<file path="src/rtl/spi_arbiter.sv">
// spi_arbiter: round-robin owner selection and byte sequencing
// for one shared SPI master engine, with watchdog and burst lock.
module spi_arbiter #(
  parameter int NREQ    = 4,
  parameter int TIMEOUT = 1024,
  parameter int GAP     = 2
) (
  input  logic              clk,
  input  logic              rst_n,
  input  logic [NREQ-1:0]   req,
  input  logic [NREQ-1:0]   lock,
  input  logic [8*NREQ-1:0] wdata,
  input  logic [8*NREQ-1:0] spcon,
  output logic [NREQ-1:0]   gnt,
  output logic [NREQ-1:0]   done,
  output logic [NREQ-1:0]   err,
  output logic [7:0]        rdata,
  output logic [NREQ-1:0]   ssn,
  output logic              start_m,
  output logic              abort_m,
  output logic [7:0]        data_m,
  output logic [7:0]        spcon_m,
  input  logic              tr_done_m,
  input  logic [7:0]        data_r_m
);

  localparam int PW = $clog2(NREQ);
  localparam int WW = $clog2(TIMEOUT);
  localparam int GW = $clog2(GAP + 1);
  localparam logic [PW:0] NQ = (PW + 1)'(NREQ);

  typedef enum logic [1:0] {
    S_IDLE,
    S_LOAD,
    S_WAIT,
    S_GAP
  } state_t;

  state_t          r_state;
  logic [PW-1:0]   r_ptr;
  logic [PW-1:0]   r_owner;
  logic [WW-1:0]   r_wd;
  logic [GW-1:0]   r_gcnt;
  logic            r_lkd;
  logic [NREQ-1:0] r_gnt;
  logic [NREQ-1:0] r_ssn;
  logic [NREQ-1:0] r_done;
  logic [NREQ-1:0] r_err;
  logic [7:0]      r_rdata;
  logic            r_start;
  logic            r_abort;
  logic [7:0]      r_data;
  logic [7:0]      r_spcon;

  logic [2*NREQ-1:0] w_dbl;
  logic [2*NREQ-1:0] w_sh;
  logic [NREQ-1:0]   w_rot;
  logic [PW-1:0]     w_off;
  logic [PW:0]       w_sum;
  logic [PW-1:0]     w_pick;
  logic [PW-1:0]     w_nxt;
  logic [NREQ-1:0]   w_oh;
  logic              w_wd_max;

  // Rotate req so bit 0 is the pointer, take the lowest set bit.
  assign w_dbl = {req, req};
  assign w_sh  = w_dbl >> r_ptr;
  assign w_rot = w_sh[NREQ-1:0];

  always_comb begin
    w_off = '0;
    for (int k = NREQ - 1; k >= 0; k--) begin
      if (w_rot[k]) w_off = PW'(k);
    end
    w_sum = {1'b0, r_ptr} + {1'b0, w_off};
    if (w_sum >= NQ) w_sum = w_sum - NQ;
    w_pick = w_sum[PW-1:0];
  end

  assign w_nxt = (r_owner == PW'(NREQ - 1)) ? '0 : r_owner + 1'b1;
  assign w_oh  = {{(NREQ-1){1'b0}}, 1'b1} << r_owner;
  assign w_wd_max = (r_wd == WW'(TIMEOUT - 1));

  always_ff @(posedge clk) begin
    if (!rst_n) begin
      r_state <= S_IDLE;
      r_ptr   <= '0;
      r_owner <= '0;
      r_wd    <= '0;
      r_gcnt  <= '0;
      r_lkd   <= 1'b0;
      r_gnt   <= '0;
      r_ssn   <= '1;
      r_done  <= '0;
      r_err   <= '0;
      r_rdata <= '0;
      r_start <= 1'b0;
      r_abort <= 1'b0;
      r_data  <= '0;
      r_spcon <= '0;
    end else begin
      r_start <= 1'b0;
      r_abort <= 1'b0;
      r_done  <= '0;
      r_err   <= '0;
      unique case (r_state)
        S_IDLE: begin
          if (|req) begin
            r_owner <= w_pick;
            r_state <= S_LOAD;
          end
        end
        S_LOAD: begin
          r_gnt   <= w_oh;
          r_ssn   <= ~w_oh;
          r_data  <= wdata[{r_owner, 3'b000} +: 8];
          r_spcon <= spcon[{r_owner, 3'b000} +: 8];
          r_start <= 1'b1;
          r_wd    <= '0;
          r_state <= S_WAIT;
        end
        S_WAIT: begin
          if (!w_wd_max) r_wd <= r_wd + 1'b1;
          // A completed byte beats a watchdog expiry in the same cycle.
          if (tr_done_m) begin
            r_rdata <= data_r_m;
            r_done  <= w_oh;
            r_lkd   <= lock[r_owner];
            r_gcnt  <= '0;
            r_state <= S_GAP;
            if (!lock[r_owner]) begin
              r_gnt <= '0;
              r_ssn <= '1;
              r_ptr <= w_nxt;
            end
          end else if (w_wd_max) begin
            r_err   <= w_oh;
            r_abort <= 1'b1;
            r_lkd   <= 1'b0;
            r_gcnt  <= '0;
            r_gnt   <= '0;
            r_ssn   <= '1;
            r_ptr   <= w_nxt;
            r_state <= S_GAP;
          end
        end
        S_GAP: begin
          if (r_gcnt == GW'(GAP - 1)) begin
            r_lkd <= 1'b0;
            if (r_lkd && req[r_owner]) begin
              r_state <= S_LOAD;
            end else begin
              r_gnt   <= '0;
              r_ssn   <= '1;
              r_ptr   <= w_nxt;
              r_state <= S_IDLE;
            end
          end else begin
            r_gcnt <= r_gcnt + 1'b1;
          end
        end
        default: r_state <= S_IDLE;
      endcase
    end
  end

  assign gnt     = r_gnt;
  assign done    = r_done;
  assign err     = r_err;
  assign rdata   = r_rdata;
  assign ssn     = r_ssn;
  assign start_m = r_start;
  assign abort_m = r_abort;
  assign data_m  = r_data;
  assign spcon_m = r_spcon;

endmodule

</file>
<file path="config.mk">
export PLATFORM = sky130hd
export DESIGN_NAME = spi_arbiter
export DESIGN_NICKNAME = d
export VERILOG_FILES = /design/src/rtl/spi_arbiter.sv
export SDC_FILE = /design/constraint.sdc
export NUM_CORES = 1
export LEC_CHECK = 0
export CAP_MARGIN = 20
export CORE_MARGIN = 2
export CORE_UTILIZATION = 47
export CTS_CLUSTER_DIAMETER = 50
export CTS_CLUSTER_SIZE = 25
export DETAILED_ROUTE_END_ITERATION = 6
export GPL_TIMING_DRIVEN = 0
export MAX_ROUTING_LAYER = met4
export PLACE_DENSITY = 0.83
export REMOVE_ABC_BUFFERS = 1
export SETUP_SLACK_MARGIN = 0.1
export SYNTH_ARGS = -nofsm -noshare
export SYNTH_HDL_FRONTEND = slang
export SYNTH_SLANG_ARGS = --single-unit
</file>
<file path="constraint.sdc">
create_clock -name clk -period 3.6 [get_ports clk]
set_input_delay 0.72 -clock clk [delete_from_list [all_inputs] [get_ports clk]]
set_output_delay 0.72 -clock clk [all_outputs]
set_load 0.05 [all_outputs]
</file>
==> impl_summary.md <==
Status
The flow ran to the end, and the final reports show no timing, DRC or antenna violations.

Run
The count of max-cap constraint violations is 0.

STA
The final hold violation count is 0. The total negative slack for setup checks is 0 ns. The slew at the pin closest to its max-slew limit is ~1.0 ns. The fmax is 330.5 MHz. The time the worst path needs with I/O delays and setup is approximately 3.0 ns.

Clock skew on the completed layout was measured at about 0.0090 ns. Setup violations remaining at the end of the flow were counted as 0. Setup repair after global routing left no endpoint under its margin.

The relative slew slack is around 31%. The number of max-slew violations in the final report is 0. The post-route fraction of the period consumed by the critical path is 84.04%.

Setup slack on the critical path of the routed design comes to between 0.5 and 0.6 ns.

Die
The width of the chip is roughly 86 um. The die covers ~7400 um2. For this configuration, the core starts out at a cell density of 49.17%. The total I/O pin count is between 100 and 150. After floorplanning, the core was divided into 29 placement rows.

The die height is 85.97 um. The placeable core region is ~6400 um2.

Routing
The routed layout has slightly below 3k vias. The pre-antenna-repair detailed-routing pass consisted of 5 iterations. For this block, the routed nets add up to approximately 8.7 mm of wire. The via count normalized by instance count is about 5.6. For this block, the initial DRC count from the detailed router was 174.

The DRC violation count after routing is 0. After detailed routing, the average wire length per cell comes to about 16 um. The detail route stage leaves a number of antenna-violating nets equal to 0.

Clocking
The CTS tree is built. The clock root buffer is sky130_fd_sc_hd__clkbuf_8. The maximum clock insertion buffer count is 2. Once the clock tree was built, the setup fixing pass inserted 0 buffers. The CTS sink count is around 60. Clock tree synthesis inserted a total of 9 buffers. The clock insertion delay at the later pin of the skew report is roughly 0.33 ns. In this run the number of H-tree levels came out at 3. The post-CTS resize count is 0. In this run, post-CTS hold repair placed 0 buffers. After clock tree synthesis, the clock-pin slew on the worst setup and hold paths is around 0.07 ns.

Power and ir drop
The standby leakage power is ~1.7 nW. Dividing total power by cell area gives a power density of approximately 640 nW/um2. The worst-case IR drop observed on VDD is 0.0005391 V.

Yosys
After synthesis, the largest area contributor takes up between 30% and 40% of total cell area. In the post-synthesis netlist, the biggest area contributors are sky130_fd_sc_hd__dfxtp_1 39%, sky130_fd_sc_hd__mux4_2 12%, sky130_fd_sc_hd__mux2i_1 6.3%. The mean cell area of the mapped netlist is between 9 and 10 um2. Counting flops with an async set or reset pin after synthesis yields a share of 0%. The count of flip-flops with a built-in enable after synthesis is 0. The largest total area in the synthesized netlist belongs to sky130_fd_sc_hd__dfxtp_1. The netlist uses 50 different library cells. The proportion of synthesized chip area in sequential cells is around 39%. The area of the mapped netlist is 3158 um2. The Yosys step of the flow raised 0 warnings. The instance count of the mapped netlist is between 300 and 400.

The synthesized design contains slightly above 60 register bits. The most instantiated flip-flop cell in the synthesis netlist is sky130_fd_sc_hd__dfxtp_1.

Critical path
By startpoint and endpoint, the worst setup path is classified as input port to register. On the critical path the largest part of the delay comes from buffers and inverters. In this design, the stage delay of the slowest critical-path cell is 1.03 ns.

The critical path goes through clkdlybuf4s50_1 -> inv_1 -> nor4_2 -> and2_1. STA classifies the critical path endpoint as a register. The worst setup path is launched from an input port. The required time at the endpoint of the critical path is between 3 and 4 ns. The standard cell with the maximum stage delay on the critical path is sky130_fd_sc_hd__clkdlybuf4s50_1.

The critical path contains buffers and inverters numbering 2 combined. In this run the worst path has a maximum fanout of 32. At the worst endpoint, the arrival time is between 3 and 4 ns.

Placed design
The instance count after placement with tap cells included is roughly 500. The worst setup slack after placement is between 0.2 and 0.25 ns. The HPWL after detailed placement is around 6.7 mm. Input and output buffers added on the ports amount to 124. The congestion estimate from routability-driven global placement came to between 0.8 and 0.9.

GRT
The first global-routing pass estimated 13.66 mm of wire. Global routing finished with a remaining overflow of 0. The initial antenna violation count is 0. The via count of the first global-routing pass is about 2.9k. Entering global routing, the biggest net connects 33 pins. For this run, the total global-route usage over all layers was measured as between 20% and 30%.

Min path
The min-delay analysis places its worst path in the category register to register.

Final layout
Leaving out fill and tap cells, the most frequent cells in the layout are 124 x sky130_fd_sc_hd__clkdlybuf4s50_1, 61 x sky130_fd_sc_hd__dfxtp_1, 42 x sky130_fd_sc_hd__nand2_1. The count of inserted antenna diode cells is 0. The library cell used most frequently in the layout, excluding fill and tap cells, is sky130_fd_sc_hd__clkdlybuf4s50_1. Cells with a size suffix above 1 make up a little under a tenth of the layout.

After filler insertion, the fill cell instance count of the layout stands at around 470. The final layout net count is between 500 and 600. The growth of design area from synthesis to finish is 46.75%. The finished layout holds ~530 standard cells, fillers aside.
cell type report:
cell class / count / area [um2] / area share, %
Timing Repair Buffer: 126 / 1296 / 27.97
Inverter: 9 / 33.78 / 0.7289
Tap cell: 77 / 96.34 / 2.079
Clock buffer: 12 / 155.1 / 3.348
Multi-Input combinational cell: 242 / 1809 / 39.04
Sequential cell: 61 / 1221 / 26.35
Clock inverter: 4 / 22.52 / 0.4860
synth_stat cells (all sizes together), types with 2 or more instances:
library cell  instances
dfxtp                61
a311oi                2
nand2                42
a21oi                19
nor4                  3
nand4                 3
and2                 12
a31oi                 3
mux4                 18
nor3                  3
or3                   4
o21ai                16
nand3                13
clkbuf                8
or4b                  2
xnor2                 2
buf                  11
nor2                 34
mux2i                20
and3                  8
inv                   9
o311ai                2
nand2b                3
ha                   12
o211ai                7
state kept, by name, summed over array words and instances, names as in the netlist, 4 cells and up:
signal	cells
data_m	8
gnt	4
err	4
rdata	8
done	4
spcon_m	8
r_wd	10
ssn	4
metal layers:
layer	vias up	wire [um]	share of wire [%]	track usage, %
li1	1435	-	-	-
met1	1431	3354	38	26.99
met2	102	4688	54	41.93
met3	14	517	5.9	4.812
met4	0	155	1.8	9.957
met5	-	0	0	-
logic make-up after synthesis:
group                    Yosys count  share of synthesized area [%]
buffers and inverters             28                          4.041
flip-flops                        61                          38.67
AO/OA/AOI/OAI                     58                          11.73
AND/OR/NAND/NOR                  131                          20.68
adder cells (fa/ha/maj)           12                          4.754
XOR/XNOR                           3                         0.8322
multiplexers                      38                          19.29
power breakdown:
part	switching, mW	internal [mW]
clock network	0.263	0.284
registers	0.155	0.790
logic	0.794	0.684
path summary, 6_finish.rpt:
| check | end | slack (ns) | start | cells after the start |
|---|---|---|---|---|
| worst min-delay path | rdata[7]$_SDFFE_PN0P_ | 0.46 | rdata[7]$_SDFFE_PN0P_ | 2 |
| worst min register to register | rdata[7]$_SDFFE_PN0P_ | 0.46 | rdata[7]$_SDFFE_PN0P_ | 2 |
| worst max register to register | ssn[2]$_SDFFE_PN1P_ | 1.18 | r_owner[0]$_SDFFE_PN0P_ | 5 |
| worst max-delay path | err[0]$_SDFF_PP0_ | 0.57 | rst_n | 4 |
metrics by stage:
stage / cell area [um2] / hold WS (ns) / power (mW) / util, %
finish: 4634 / 0.4554 / 2.970 / 72.16
global route: 4634 / 0.4834 / 3.156 / 72.16
CTS: 4607 / 0.4561 / 2.959 / 71.73
detailed placement: 4429 / 0.4467 / 2.409 / 68.97
global placement: 4402 / 0.4417 / 2.329 / 68.54
floorplan: 3064 / 0.4603 / 1.916 / -
worst register-to-register path: cells and delay by family (launching register included):
kind	cells	cell delay [ns]
flip-flops	1	0.88
multiplexers	1	0.62
AND/OR/NAND/NOR	2	0.40
AO/OA/AOI/OAI	2	0.44
No activity file was read; power rests on OpenSTA's default activity.
